File: src/rtl/adder_subtractor_pkg.sv
// Shared definitions for the adder/subtractor.
// Holds the operation-select encoding used on the `mode` input.
package adder_subtractor_pkg;

    typedef enum logic {
        MODE_ADD = 1'b0,
        MODE_SUB = 1'b1
    } mode_e;

endpackage

File: src/rtl/adder_subtractor_full_adder.sv
// Single-bit full adder; one stage of the ripple-carry chain.
// Ports:
//   a, b  - operand bits
//   cin   - carry in
//   s     - sum bit
//   cout  - carry out
module full_adder (
    input  logic a,
    input  logic b,
    input  logic cin,
    output logic s,
    output logic cout
);

    assign s    = a ^ b ^ cin;
    assign cout = (a & b) | (a & cin) | (b & cin);

endmodule

File: src/rtl/adder_subtractor.sv
// Registered two's-complement adder/subtractor with signed-overflow flag.
// One cycle of latency, one operation per cycle, no enable.
// Ports:
//   clk    - rising-edge clock
//   rst_n  - asynchronous active-low reset (clears result and ovfl)
//   a, b   - WIDTH-bit signed operands
//   mode   - 0 = a+b, 1 = a-b
//   result - registered sum/difference, modulo 2^WIDTH
//   ovfl   - registered signed-overflow flag for result
module adder_subtractor
    import adder_subtractor_pkg::*;
#(
    parameter int WIDTH = 8
) (
    input  logic             clk,
    input  logic             rst_n,
    input  logic [WIDTH-1:0] a,
    input  logic [WIDTH-1:0] b,
    input  logic             mode,
    output logic [WIDTH-1:0] result,
    output logic             ovfl
);

    logic [WIDTH-1:0] b_eff;
    logic [WIDTH-1:0] sum;
    logic [WIDTH:0]   c;

    logic [WIDTH-1:0] result_d, result_q;
    logic             ovfl_d, ovfl_q;

    // Subtraction is a + ~b + 1: invert b and inject the +1 as carry-in.
    assign b_eff = b ^ {WIDTH{mode}};
    assign c[0]  = (mode == MODE_SUB);

    for (genvar i = 0; i < WIDTH; i++) begin : g_fa
        full_adder u_fa (
            .a    (a[i]),
            .b    (b_eff[i]),
            .cin  (c[i]),
            .s    (sum[i]),
            .cout (c[i+1])
        );
    end

    // Signed overflow: carry into the sign bit differs from carry out of it.
    always_comb begin
        result_d = sum;
        ovfl_d   = c[WIDTH] ^ c[WIDTH-1];
    end

    always_ff @(posedge clk or negedge rst_n) begin
        if (!rst_n) begin
            result_q <= '0;
            ovfl_q   <= 1'b0;
        end else begin
            result_q <= result_d;
            ovfl_q   <= ovfl_d;
        end
    end

    assign result = result_q;
    assign ovfl   = ovfl_q;

endmodule

File: config.mk
export PLATFORM = sky130hd
export DESIGN_NAME = adder_subtractor
export DESIGN_NICKNAME = d
export VERILOG_FILES = /design/src/rtl/adder_subtractor_pkg.sv /design/src/rtl/adder_subtractor_full_adder.sv /design/src/rtl/adder_subtractor.sv
export SDC_FILE = /design/constraint.sdc
export NUM_CORES = 1
export LEC_CHECK = 0
export CORE_MARGIN = 5
export CORE_UTILIZATION = 39
export DETAILED_ROUTE_END_ITERATION = 8
export PLACE_DENSITY = 0.81
export REMOVE_ABC_BUFFERS = 1
export SLEW_MARGIN = 40
export SYNTH_ARGS = -nofsm -noshare
export SYNTH_HDL_FRONTEND = slang
export SYNTH_SLANG_ARGS = --single-unit
File: constraint.sdc
create_clock -name clk -period 0.8 [get_ports clk]
set_input_delay 0.16 -clock clk [delete_from_list [all_inputs] [get_ports clk]]
set_output_delay 0.16 -clock clk [all_outputs]
set_load 0.01 [all_outputs]
==> metrics.csv <==
metric,value,unit
Leak,0.4082,nW
initial core utilization,40.04,%
core area,1269,um^2
share of layout cells above drive strength 1,49.32,%
final instance area,849.6,um^2
Setup crit end kind,register,
final hold vios,0,
Yosys cell types,7,
Ports,28,
Slew @ Worst Pin,0.3633,ns
Port Buf Inserts,27,
vias in the first global route,407,
hpwl dp,738.5,um
Power Density,1829,nW/um^2
relative slew slack,75.71,%
initial antenna violation count,0,
Worst VDD drop,0.8963,mV
GRT Total Usage,11.48,%
Via density,4.159,
Setup WS post-layout,-1.961,ns
DRT antenna net count,0,
met2 GRT Util,20.88,%
FF/Latch Area,225.2,um^2
CTS tree,built,
drt first pass iters,3,
Die Span Y,46.09,um
Syn. warnings,0,
largest net degree at the start of global routing,10,
vias post-DR,366,
"Seq/Total Area, Yosys",44.33,%
GRT met1 Usage,12.59,%
first-pass GRT wire length,1711,um
failing checks,negative setup slack,
die area,2124,um^2
Crit Path Max Fanout,2,
Max Cap Viol,0,
Seq cells post-synth,9,
Fill cells,96,
RSZ-0062 raised after global routing,true,
aggregate global routing overflow,0,
multi-input combinational cell area,266.5,um^2
pre-CTS WS,-2.824,ns
met3 Use GR,2.344,%
Post-CTS Hold Buffers,0,
Site Rows,13,
Netlist Area Pre-Place,508.0,um^2
post-synthesis average cell area,13.37,um^2
DP Area,808.3,um^2
CTS sink count,9,
Slew Limit Fails,0,
Die W,46.09,um
layer with the highest usage,met2,
"Clk pin slew, worst setup/hold paths",0.06,ns
status,"complete, but fails checks",
fmax,0.3621,GHz
Layout Nets,100,
CTS Buffer Depth,2,
Routed wire per std cell,12.20,um
Min-Delay Path Class,in2async,
Mapped Cells,38,
DRC violations left,0,
crit path kind,in2reg,
Final min period,2.761,ns
antenna diode count,0,
total routed wirelength,1074,um
final number of setup-violating endpoints,17,
Root Driver,clkbuf_4,
nature of the critical path startpoint,primary input,
RePlAce Congestion,0.6440,
Synth-to-Final Area Change,67.24,%
Num CTS Buffers,3,
Worst Path Required,0.95,ns
H-tree depth,1,
"Period Utilization, post-route",345.2,%
initial DRC count,2,
Worst EP arrival,2.91,ns
worst max-delay path, stage by stage:
cell and delay [ns]:
buf_6 0.09, mux2_4 0.20, fa_2 0.22, fa_2 0.21, inv_2 0.04, fa_2 0.33, fa_2 0.35, fa_2 0.35
fa_2 0.38, fa_2 0.56, inv_2 0.03
repair_timing:
item                       CTS  global route
buffers inserted             0             2
cloned                       0             0
pin swaps                    9             8
setup endpoints to repair   17            17
gates resized for setup     70             6
synth_stat cells:
| library cell | number | share of area [%] |
|---|---|---|
| fa_1 | 7 | 28 |
| xor2_1 | 4 | 6.9 |
| mux2_2 | 1 | 2.2 |
| dfrtp_1 | 9 | 44 |
| buf_6 | 1 | 2.2 |
| inv_1 | 11 | 8.1 |
| xnor2_1 | 5 | 8.6 |
cell type report:
class                      instances  area share (%)
sequential                         9           26.51
tap                               15           2.209
inverter                          11           4.860
clock buffer                       4           3.093
timing repair buffer              32           31.96
multi-input combinational         17           31.37
sequential cells by signal, summed over array words and instances (netlist names):
register and count:
result 8, ovfl 1
stage by stage:
stage                     std cells  hold slack (ns)  TNS, ns  power [W]  utilization [%]
after CTS                        86           0.1680   -10.79   0.001490            65.09
after global routing             88           0.2030   -10.58   0.001659            66.96
after floorplan                  37          -0.1356   -10.28  0.0008541                -
after global placement           82           0.4583   -16.66   0.001237            63.71
final                            88           0.1846   -10.07   0.001554            66.96
after detailed placement         82           0.4627   -16.87   0.001247            63.71
cells in the final DEF (no fill, tap or decap), types with 3 or more instances in the layout:
| master | netlist | layout |
|---|---|---|
| inv_1 | 11 | 6 |
| inv_2 | 0 | 5 |
| buf_4 | 0 | 4 |
| dfrtp_1 | 9 | 9 |
| clkdlybuf4s50_1 | 0 | 11 |
| buf_2 | 0 | 9 |
| fa_2 | 0 | 7 |
| buf_6 | 1 | 5 |
| clkbuf_4 | 0 | 3 |
| xnor2_1 | 5 | 5 |
final timing paths:
kind	startpoint	endpoint	depth (start not counted)	slack, ns
worst max-delay path	b[0]	result[7]$_DFF_PN0_	11	-1.96
max in group asynchronous	rst_n	result[5]$_DFF_PN0_	1	0.35
min in group clk	a[0]	result[0]$_DFF_PN0_	3	0.19
worst min-delay path	rst_n	result[3]$_DFF_PN0_	1	0.18
metal layers:
layer	wire length [um]	part of all wire (%)
met1	356	33
met2	602	56
met3	114	11
met4	0	0
met5	0	0
logic make-up (layout without fill, tap and decap cells):
| family | count (synthesis) | in the layout | synth area share, % |
|---|---|---|---|
| buffers and inverters | 12 | 47 | 10.34 |
| xor gates and xnor gates | 9 | 9 | 15.52 |
| DFF | 9 | 9 | 44.34 |
| adders and majority gates | 7 | 7 | 27.59 |
| muxes | 1 | 1 | 2.217 |
report_power, final:
group	switching [W]	internal [W]	total, W
clock	0.000138	0.000191	0.000329
sequential	0.0000265	0.000574	0.000601
combinational	0.000294	0.000331	0.000624
total	0.000458	0.00110	0.00155
(Power assumes the default switching activity.)
